File: src/rtl/fp_addsub_seq_if.sv
// fp_addsub_seq_if: operand and result handshake bundle for the sequential FP adder/subtractor.
interface fp_addsub_seq_if #(parameter int EXP_WIDTH = 8, parameter int MAN_WIDTH = 23);
    logic                 in_valid, in_ready, op_sub, a_sign, b_sign;
    logic [EXP_WIDTH-1:0] a_exp, b_exp, res_exp;
    logic [MAN_WIDTH-1:0] a_man, b_man, res_man;
    logic                 out_valid, out_ready, res_sign, overflow, inexact, busy;
    modport master (
        output in_valid, op_sub, a_sign, b_sign, a_exp, b_exp, a_man, b_man, out_ready,
        input  in_ready, out_valid, res_sign, res_exp, res_man, overflow, inexact, busy
    );
    modport slave (
        input  in_valid, op_sub, a_sign, b_sign, a_exp, b_exp, a_man, b_man, out_ready,
        output in_ready, out_valid, res_sign, res_exp, res_man, overflow, inexact, busy
    );
endinterface

File: src/rtl/fp_addsub_seq.sv
// fp_addsub_seq: multi-cycle truncating floating-point adder/subtractor (align, add, normalize).
module fp_addsub_seq #(
    parameter int EXP_WIDTH = 8,
    parameter int MAN_WIDTH = 23
) (
    input logic            clk,
    input logic            rst_n,
    fp_addsub_seq_if.slave bus
);
    localparam int W = MAN_WIDTH + 3;
    typedef enum logic [2:0] {IDLE, ALIGN, ADD, NORM, DONE} state_t;
    state_t               state, state_n;
    logic                 sign_l, sign_s, sticky, eff_b, a_is_l, carry, ovf, flush;
    logic [EXP_WIDTH-1:0] exp_r, d, exp_inc;
    logic [W-1:0]         man_l, man_s, man_a, man_b;
    logic [W:0]           sum;

    assign eff_b   = bus.b_sign ^ bus.op_sub;
    assign a_is_l  = {bus.a_exp, bus.a_man} >= {bus.b_exp, bus.b_man};
    assign man_a   = {bus.a_exp != '0, bus.a_man, 2'b00};
    assign man_b   = {bus.b_exp != '0, bus.b_man, 2'b00};
    assign flush   = 32'(d) > 32'(MAN_WIDTH + 2);
    // L is never smaller than aligned S, so the difference cannot go negative
    assign sum     = (sign_l == sign_s) ? {1'b0, man_l} + {1'b0, man_s} : {1'b0, man_l} - {1'b0, man_s};
    assign carry   = sum[W];
    assign exp_inc = exp_r + EXP_WIDTH'(1);
    assign ovf     = carry && (&exp_inc);

    assign bus.in_ready  = state == IDLE;
    assign bus.out_valid = state == DONE;
    assign bus.busy      = state != IDLE;

    always_ff @(posedge clk or negedge rst_n)
        if (!rst_n) state <= IDLE;
        else state <= state_n;

    always_comb begin
        state_n = state;
        case (state)
            IDLE:    state_n = bus.in_valid ? ALIGN : IDLE;
            ALIGN:   state_n = (flush || d == '0) ? ADD : ALIGN;
            ADD:     state_n = (ovf || sum == '0) ? DONE : NORM;
            NORM:    state_n = (man_l[W-1] || exp_r <= EXP_WIDTH'(1)) ? DONE : NORM;
            DONE:    state_n = bus.out_ready ? IDLE : DONE;
            default: state_n = IDLE;
        endcase
    end

    always_ff @(posedge clk or negedge rst_n) begin
        if (!rst_n) begin
            {sign_l, sign_s, sticky} <= '0;
            {exp_r, d, man_l, man_s} <= '0;
            {bus.res_sign, bus.res_exp, bus.res_man, bus.overflow, bus.inexact} <= '0;
        end else begin
            case (state)
                IDLE: if (bus.in_valid) begin
                    sign_l <= a_is_l ? bus.a_sign : eff_b;
                    sign_s <= a_is_l ? eff_b : bus.a_sign;
                    exp_r  <= a_is_l ? bus.a_exp : bus.b_exp;
                    d      <= a_is_l ? bus.a_exp - bus.b_exp : bus.b_exp - bus.a_exp;
                    man_l  <= a_is_l ? man_a : man_b;
                    man_s  <= a_is_l ? man_b : man_a;
                    sticky <= 1'b0;
                end
                ALIGN: if (flush) begin
                    man_s  <= '0;
                    sticky <= |man_s;
                    d      <= '0;
                end else if (d != '0) begin
                    man_s  <= man_s >> 1;
                    sticky <= sticky | man_s[0];
                    d      <= d - EXP_WIDTH'(1);
                end
                ADD: if (carry) begin
                    man_l  <= sum[W:1];
                    sticky <= sticky | sum[0];
                    exp_r  <= exp_inc;
                    if (ovf) begin
                        bus.res_sign <= sign_l;
                        bus.res_exp  <= '1;
                        bus.res_man  <= '0;
                        bus.overflow <= 1'b1;
                        bus.inexact  <= sum[2] | sum[1] | sum[0] | sticky;
                    end
                end else if (sum == '0) begin
                    {bus.res_sign, bus.res_exp, bus.res_man, bus.overflow, bus.inexact} <= '0;
                end else begin
                    man_l <= sum[W-1:0];
                end
                NORM: if (!man_l[W-1] && exp_r > EXP_WIDTH'(1)) begin
                    man_l <= man_l << 1;
                    exp_r <= exp_r - EXP_WIDTH'(1);
                end else begin
                    bus.res_sign <= sign_l;
                    bus.res_exp  <= man_l[W-1] ? exp_r : '0;
                    bus.res_man  <= man_l[W-2:2];
                    bus.overflow <= 1'b0;
                    bus.inexact  <= man_l[1] | man_l[0] | sticky;
                end
                default: ;
            endcase
        end
    end
endmodule

File: src/flat_wrapper.sv
// flat-port wrapper written by rule: the top's interface ports become plain ports
module fp_addsub_seq_flat 
#(
    parameter int EXP_WIDTH = 8,
    parameter int MAN_WIDTH = 23
)
  (clk, rst_n, bus_in_valid, bus_op_sub, bus_a_sign, bus_b_sign, bus_a_exp, bus_b_exp, bus_a_man, bus_b_man, bus_out_ready, bus_in_ready, bus_out_valid, bus_res_sign, bus_res_exp, bus_res_man, bus_overflow, bus_inexact, bus_busy);
  fp_addsub_seq_if #(.EXP_WIDTH(EXP_WIDTH), .MAN_WIDTH(MAN_WIDTH)) bus_i ();
  input logic clk;
  input logic rst_n;
  input wire logic [$bits(bus_i.in_valid)-1:0] bus_in_valid;
  input wire logic [$bits(bus_i.op_sub)-1:0] bus_op_sub;
  input wire logic [$bits(bus_i.a_sign)-1:0] bus_a_sign;
  input wire logic [$bits(bus_i.b_sign)-1:0] bus_b_sign;
  input wire logic [$bits(bus_i.a_exp)-1:0] bus_a_exp;
  input wire logic [$bits(bus_i.b_exp)-1:0] bus_b_exp;
  input wire logic [$bits(bus_i.a_man)-1:0] bus_a_man;
  input wire logic [$bits(bus_i.b_man)-1:0] bus_b_man;
  input wire logic [$bits(bus_i.out_ready)-1:0] bus_out_ready;
  output wire logic [$bits(bus_i.in_ready)-1:0] bus_in_ready;
  output wire logic [$bits(bus_i.out_valid)-1:0] bus_out_valid;
  output wire logic [$bits(bus_i.res_sign)-1:0] bus_res_sign;
  output wire logic [$bits(bus_i.res_exp)-1:0] bus_res_exp;
  output wire logic [$bits(bus_i.res_man)-1:0] bus_res_man;
  output wire logic [$bits(bus_i.overflow)-1:0] bus_overflow;
  output wire logic [$bits(bus_i.inexact)-1:0] bus_inexact;
  output wire logic [$bits(bus_i.busy)-1:0] bus_busy;
  assign bus_i.in_valid = bus_in_valid;
  assign bus_i.op_sub = bus_op_sub;
  assign bus_i.a_sign = bus_a_sign;
  assign bus_i.b_sign = bus_b_sign;
  assign bus_i.a_exp = bus_a_exp;
  assign bus_i.b_exp = bus_b_exp;
  assign bus_i.a_man = bus_a_man;
  assign bus_i.b_man = bus_b_man;
  assign bus_i.out_ready = bus_out_ready;
  assign bus_in_ready = bus_i.in_ready;
  assign bus_out_valid = bus_i.out_valid;
  assign bus_res_sign = bus_i.res_sign;
  assign bus_res_exp = bus_i.res_exp;
  assign bus_res_man = bus_i.res_man;
  assign bus_overflow = bus_i.overflow;
  assign bus_inexact = bus_i.inexact;
  assign bus_busy = bus_i.busy;
  fp_addsub_seq #(.EXP_WIDTH(EXP_WIDTH), .MAN_WIDTH(MAN_WIDTH)) u_core (.clk(clk), .rst_n(rst_n), .bus(bus_i));
endmodule
File: config.mk
export PLATFORM = sky130hd
export DESIGN_NAME = fp_addsub_seq_flat
export DESIGN_NICKNAME = d
export VERILOG_FILES = /design/src/rtl/fp_addsub_seq_if.sv /design/src/rtl/fp_addsub_seq.sv /design/src/flat_wrapper.sv
export SDC_FILE = /design/constraint.sdc
export NUM_CORES = 1
export LEC_CHECK = 0
export ABC_AREA = 1
export BUFFER_PORTS_ARGS = -buffer_cell sky130_fd_sc_hd__buf_4
export CAP_MARGIN = 10
export CORE_MARGIN = 3
export CORE_UTILIZATION = 63
export CTS_BUF_LIST = sky130_fd_sc_hd__clkbuf_4 sky130_fd_sc_hd__clkbuf_8
export DETAILED_ROUTE_END_ITERATION = 10
export PLACE_DENSITY_LB_ADDON = 0.25
export SETUP_SLACK_MARGIN = 0.4
export SLEW_MARGIN = 20
export SYNTH_ARGS = -nofsm -noshare
export SYNTH_HDL_FRONTEND = slang
export SYNTH_SLANG_ARGS = --single-unit
File: constraint.sdc
create_clock -name clk -period 5 [get_ports clk]
set_clock_uncertainty 0.1 [all_clocks]
set_input_delay 1 -clock clk [delete_from_list [all_inputs] [get_ports clk]]
set_output_delay 1 -clock clk [all_outputs]
set_load 0.005 [all_outputs]
# Word level (Yosys, flattened, before mapping)
# Cells that the tools add are included.
totals:
  ff_bits: 108
  in_bits: 69
  out_inout_bits: 37
  word_cells: 129
classes:
  add_sub_neg: 7
  order_cmp: 4
  eq_ne: 13
  n_mux: 59
  bitwise_logic: 8
  n_reduce_logical: 25
ops:
  columns: ["cell", "count"]
  rows:
  - ["2-to-1 mux 26 bit", 9]
  - ["2-to-1 mux 8 bit", 13]
  - ["2-to-1 mux 23 bit", 4]
  - ["case mux 26 bit (3 select lines)", 1]
  - ["case mux 26 bit (2 select lines)", 1]
  - ["case mux 23 bit (2 select lines)", 1]
  - ["case mux 8 bit (2 select lines)", 2]
  - [">= comparator 31 bit", 1]
  - ["adder 26 x 26 -> 27 bit", 1]
  - ["zero test 27 bit", 1]
  - ["2-to-1 mux 27 bit", 1]
  - ["subtractor 26 x 26 -> 27 bit", 1]
  - ["OR reduction 26 bit", 1]
  - ["case mux 8 bit (3 select lines)", 1]
  - ["nonzero test 8 bit", 3]
  - ["2-to-1 mux 1 bit", 17]
  - ["AND reduction 4 bit", 4]
  - ["subtractor 8 x 1 -> 8 bit (second input constant)", 2]
  - ["subtractor 8 bit", 2]
  - ["case mux 3 bit (5 select lines)", 1]
  - ["2-to-1 mux 3 bit", 3]
  - ["nonzero test 3 bit", 3]
  - ["adder 8 x 1 -> 8 bit (second input constant)", 1]
  - ["> comparator 8 x 1 -> 1 bit (second input constant)", 1]
  - ["24 further kinds", 41]

# Logic depth before layout (Yosys ltp)
depth:
  ltp_word: 8
  ltp_mapped: 29
  ltp_nobuf: 28

# Least setup slack after synthesis
# No wires, ideal clock.
synth_timing:
  kind: "register to register"
  startpoint: "register u_core.man_s[0]"
  endpoint: "register u_core.bus.overflow"
  setup_ns: 0.117
  arrival_ns: 3.605
  required_time_ns: 4.783
  path_slack_ns: 1.179
  stages_incl_launch_ff: 25
  path_buffers: 1
  period_less_slack_ns: 3.821
  cell_sequence: "dfrtp_1 > nor3_1 > nand4_1 > nor3_1 > nand4_1 > o21ai_0 > o21ai_0 > xor2_1 > ha_1 > nand2_1 > nor2_1 > inv_1 > nor2_1 > o21ai_1 > nand3_1 > nand2_2 > nand2_4 > nand2_1 > nor2_1 > nand2_2 > nand2_4 > nand2_4 > buf_6 > nand2_1 > nand2_1"
synth_between:
  elab_chain_len: 5
  word_cells_on_any_way: 10
  classes_between: "add/sub: 2; eq/ne: 2; mux: 3; reduce/logical: 3"
synth_lines:
  columns: ["element", "line", "rtl"]
  rows:
  - ["start: declaration", "fp_addsub_seq.sv:15", "logic [W-1:0] man_l, man_s, man_a, man_b;"]
  - ["start signal: assignment", "fp_addsub_seq.sv:62", "man_s <= a_is_l ? man_b : man_a;"]
  - ["start signal: assignment", "fp_addsub_seq.sv:70", "man_s <= man_s >> 1;"]
  - ["subtractor 26 x 26 -> 27 bit or adder 26 x 26 -> 27 bit (tied branches)", "fp_addsub_seq.sv:24", "assign sum = (sign_l == sign_s) ? {1'b0, man_l} + {1'b0, man_s} : {1'b0, man_l} - {1'b0, man_s};"]
  - ["2-to-1 mux 27 bit *", "fp_addsub_seq.sv:24", null]
  - ["zero test 27 bit or logical AND 1 bit (tied branches)", "fp_addsub_seq.sv:85, fp_addsub_seq.sv:27", null]
  - ["inequality test 3 x 1 -> 1 bit (no source line) or inequality test 3 x 2 -> 1 bit (tied branches)", null, null]
  - ["AND reduction 4 bit (no source line)", null, null]
  - ["end signal: assignment", "fp_addsub_seq.sv:82", "bus.overflow <= 1'b1;"]
  - ["end signal: assignment", "fp_addsub_seq.sv:86", "{bus.res_sign, bus.res_exp, bus.res_man, bus.overflow, bus.inexact} <= '0;"]
  - ["end signal: assignment", "fp_addsub_seq.sv:97", "bus.overflow <= 1'b0;"]
  - ["end: declaration", "fp_addsub_seq_if.sv:13", "output in_ready, out_valid, res_sign, res_exp, res_man, overflow, inexact, busy"]
# Mark *: on every way between the ends. The rest lies on a longest branch, timed or not.
# A chain may end at the register's enable or synchronous reset.

# Final worst setup path
layout_timing:
  startpoint: "register u_core.man_s[3]"
  endpoint: "register u_core.bus.res_man[2]"
layout_between:
  elab_chain_len: 5
  word_cells_on_any_way: 10
  classes_between: "add/sub: 2; eq/ne: 2; mux: 3; reduce/logical: 3"
layout_lines:
  columns: ["element", "line", "rtl"]
  rows:
  - ["subtractor 26 x 26 -> 27 bit or adder 26 x 26 -> 27 bit (tied branches)", "fp_addsub_seq.sv:24", null]
  - ["2-to-1 mux 27 bit *", "fp_addsub_seq.sv:24", null]
  - ["zero test 27 bit or logical AND 1 bit (tied branches)", "fp_addsub_seq.sv:85, fp_addsub_seq.sv:27", null]
  - ["inequality test 3 x 1 -> 1 bit (no source line) or inequality test 3 x 2 -> 1 bit (tied branches)", null, null]
  - ["AND reduction 4 bit (no source line)", null, null]
  - ["end signal: assignment", "fp_addsub_seq.sv:96", "bus.res_man <= man_l[W-2:2];"]
  - ["end: declaration", "fp_addsub_seq_if.sv:13", null]
# Marked as above.

==> impl_metrics.env <==
export IMPL_cts_sinks=108
export IMPL_area_delta_synth_final_pct=13.4
export IMPL_crit_arrival_ns=4.65
export IMPL_final_cells=1977
export IMPL_postRouteAntennaNets=0
export IMPL_cts_htree_levels=3
export IMPL_critical_path_max_stage_delay_ns=0.46
export IMPL_overflow=0
export IMPL_routed_wirelength_mm=34.6
export IMPL_crit_family="simple AND/OR/NAND/NOR gates"
export IMPL_grt_pass1_wl_mm=52.8
export IMPL_yosys_warnings=0
export IMPL_critPathCaptureType="register"
export IMPL_cp_required_ns=5.22
export IMPL_hpwl_mm=27.0
export IMPL_mostFrequentLayoutCells="nand2_1, inv_1, nand3_1"
export IMPL_initial_utilization=0.656
export IMPL_clock_latency_ns=0.41
export IMPL_synth_top_cell_area_share=0.254
export IMPL_r2r_cells=25
export IMPL_layout_drive_gt1_share=0.133
export IMPL_yosys_top_cells_area="dfrtp_1, nand2_1, ha_1"
export IMPL_synth_avg_cell_area_um2=6.38
export IMPL_syn_num_nets=1819
export IMPL_port_buffers=105
export IMPL_antenna_found_initial=0
export IMPL_rsz0062_at_grt="false"
export IMPL_hold_viol=0
export IMPL_dr_pass1_iters=6
export IMPL_rrSetupSlack_ns=0.57
export IMPL_antennaDiodeCount=0
export IMPL_fin_crit_ns=4.43
export IMPL_die_h_um=136
export IMPL_hold_path_class="register to register"
export IMPL_num_io_pins=106
export IMPL_maxCapViolCount=0
export IMPL_drtIter0Drc=1263
export IMPL_synth_edf_count=0
export IMPL_worstPathMaxFanout=17
export IMPL_final_common_cell="nand2_1"
export IMPL_synth_seq_area_share=0.254
export IMPL_setup_tns_ns=0
export IMPL_core_area_um2=16200
export IMPL_cpMaxStageDelayCell="dfrtp_1"
export IMPL_cts_buffer_depth=2
export IMPL_async_flop_share=1.00
export IMPL_die_width_um=136
export IMPL_syn_inst=1670
export IMPL_ys_ff_latch=108
export IMPL_fp_dieArea_um2=18500
export IMPL_syn_area_um2=10700
export IMPL_post_route_period_util=0.886
export IMPL_grt_max_degree=84
export IMPL_hold_depth=2
export IMPL_fmax_ghz=0.226
export IMPL_track_usage=0.361
export IMPL_vias_per_cell=6.02
export IMPL_critPathKind="register to register"
export IMPL_vias=11892
export IMPL_ys_types=48
export IMPL_setup_viol=0
export IMPL_cpMostUsedCell="nor2_1"
export IMPL_critPathLaunchType="register"
export IMPL_outcome="completed"
export IMPL_yosys_area_top_type="dfrtp_1"
export IMPL_synth_ff_type="dfrtp_1"
export IMPL_tritoncts="yes"
export IMPL_drv_slew=0
export IMPL_clk_pin_slew_ns=0.14
export IMPL_grt_pass1_vias=10311
export IMPL_dp_cells=1946
export IMPL_numCtsBuffers=9
export IMPL_globalplace_congestion=1.03
export IMPL_crit_cells=25
export IMPL_route_detailed_wl_per_inst_um=17.5
export IMPL_rows=46
export IMPL_max_slew_margin=0.274
export IMPL_root_buffer="clkbuf_8"
export IMPL_nets=1905
export IMPL_drc=0
export IMPL_worst_pin_slew_ns=1.09
export IMPL_path_buf_inv=2
-- cells in the mapped netlist (all sizes together) (2+ instances only) --
master and count:
or2 3, a22oi 31, a2bb2oi 4, o22ai 6
o211ai 27, a31oi 9, o21ai 88, o221ai 2
ha 77, clkbuf 28, nand4 39, dfrtp 108
buf 36, nor3 23, a21oi 101, nor2 118
inv 252, nand2 499, nand3 155, nand3b 6
xnor2 6, fa 3, xor2 39, and2 2
-- worst paths after layout --
kind	to	from
max	u_core.bus.res_man[2]$_DFFE_PN0P_	u_core.man_s[3]$_DFFE_PN0P_
min	u_core.bus.res_man[20]$_DFFE_PN0P_	u_core.bus.res_man[20]$_DFFE_PN0P_
max reg2reg	u_core.bus.res_man[2]$_DFFE_PN0P_	u_core.man_s[3]$_DFFE_PN0P_
min reg2reg	u_core.bus.res_man[20]$_DFFE_PN0P_	u_core.bus.res_man[20]$_DFFE_PN0P_
max in group asynchronous	u_core.man_l[8]$_DFFE_PN0P_	rst_n
min in group asynchronous	u_core.bus.res_exp[4]$_DFFE_PN0P_	rst_n
-- per-stage QoR --
stage	hold slack, ns	util	area, um^2	setup slack (ns)
after floorplan	0.365	-	10700	1.18
final	0.390	0.744	12100	0.570
after global routing	0.402	0.744	12100	0.237
after detailed placement	0.361	0.712	11600	0.327
after CTS	0.389	0.725	11800	0.419
after global placement	0.355	0.712	11600	0.417
-- cell families after synthesis --
logic type / count (synthesis) / share of synthesized area
xor gates and xnor gates: 45 / 0.0370
DFF: 108 / 0.254
and+or+nand+nor: 847 / 0.343
AOI/OAI and AO/OA: 273 / 0.149
buffers and inverters: 317 / 0.121
adders and majority gates: 80 / 0.0961
-- routing by layer --
| layer | global-route usage | share of wire |
|---|---|---|
| met3 | 0.0644 | 0.11 |
| met2 | 0.554 | 0.44 |
| met1 | 0.520 | 0.42 |
| met5 | 0 | 0 |
| met4 | 0.110 | 0.034 |
-- state kept, by name (all words and copies together) (netlist names) --
name / count
u_core.exp_r: 8
u_core.state: 3
u_core.sticky: 1
u_core.man_s: 26
u_core.sign_l: 1
u_core.d: 8
u_core.sign_s: 1
u_core.man_l: 26
u_core.bus.res_exp: 8
u_core.bus.inexact: 1
u_core.bus.res_sign: 1
u_core.bus.overflow: 1
u_core.bus.res_man: 23
-- worst min-delay path, cell delays in order, from the launching register on --
cell and delay (ns):
dfrtp_1 0.37, nand2_1 0.05, nand2_1 0.05
-- timing repair --
| action | in CTS | in global routing |
|---|---|---|
| setup buffers | 0 | 13 |
| gates resized for setup | 1 | 43 |
| pin swaps | 0 | 21 |
| cloned | 0 | 2 |
| endpoints found under the setup margin | 34 | 65 |
| hold buffers | 0 | 0 |
-- layout make-up --
type	count	area [um^2]
multi-input combinational	1246	6850
clock buffer	9	124
clock inverter	7	83.8
tap	216	270
timing repair buffer	138	1100
inverter	253	950
fill	1337	4150
sequential	108	2700
Power is not shown: default switching activity piles up to over one toggle a cycle in this logic, so the estimate is an artifact.
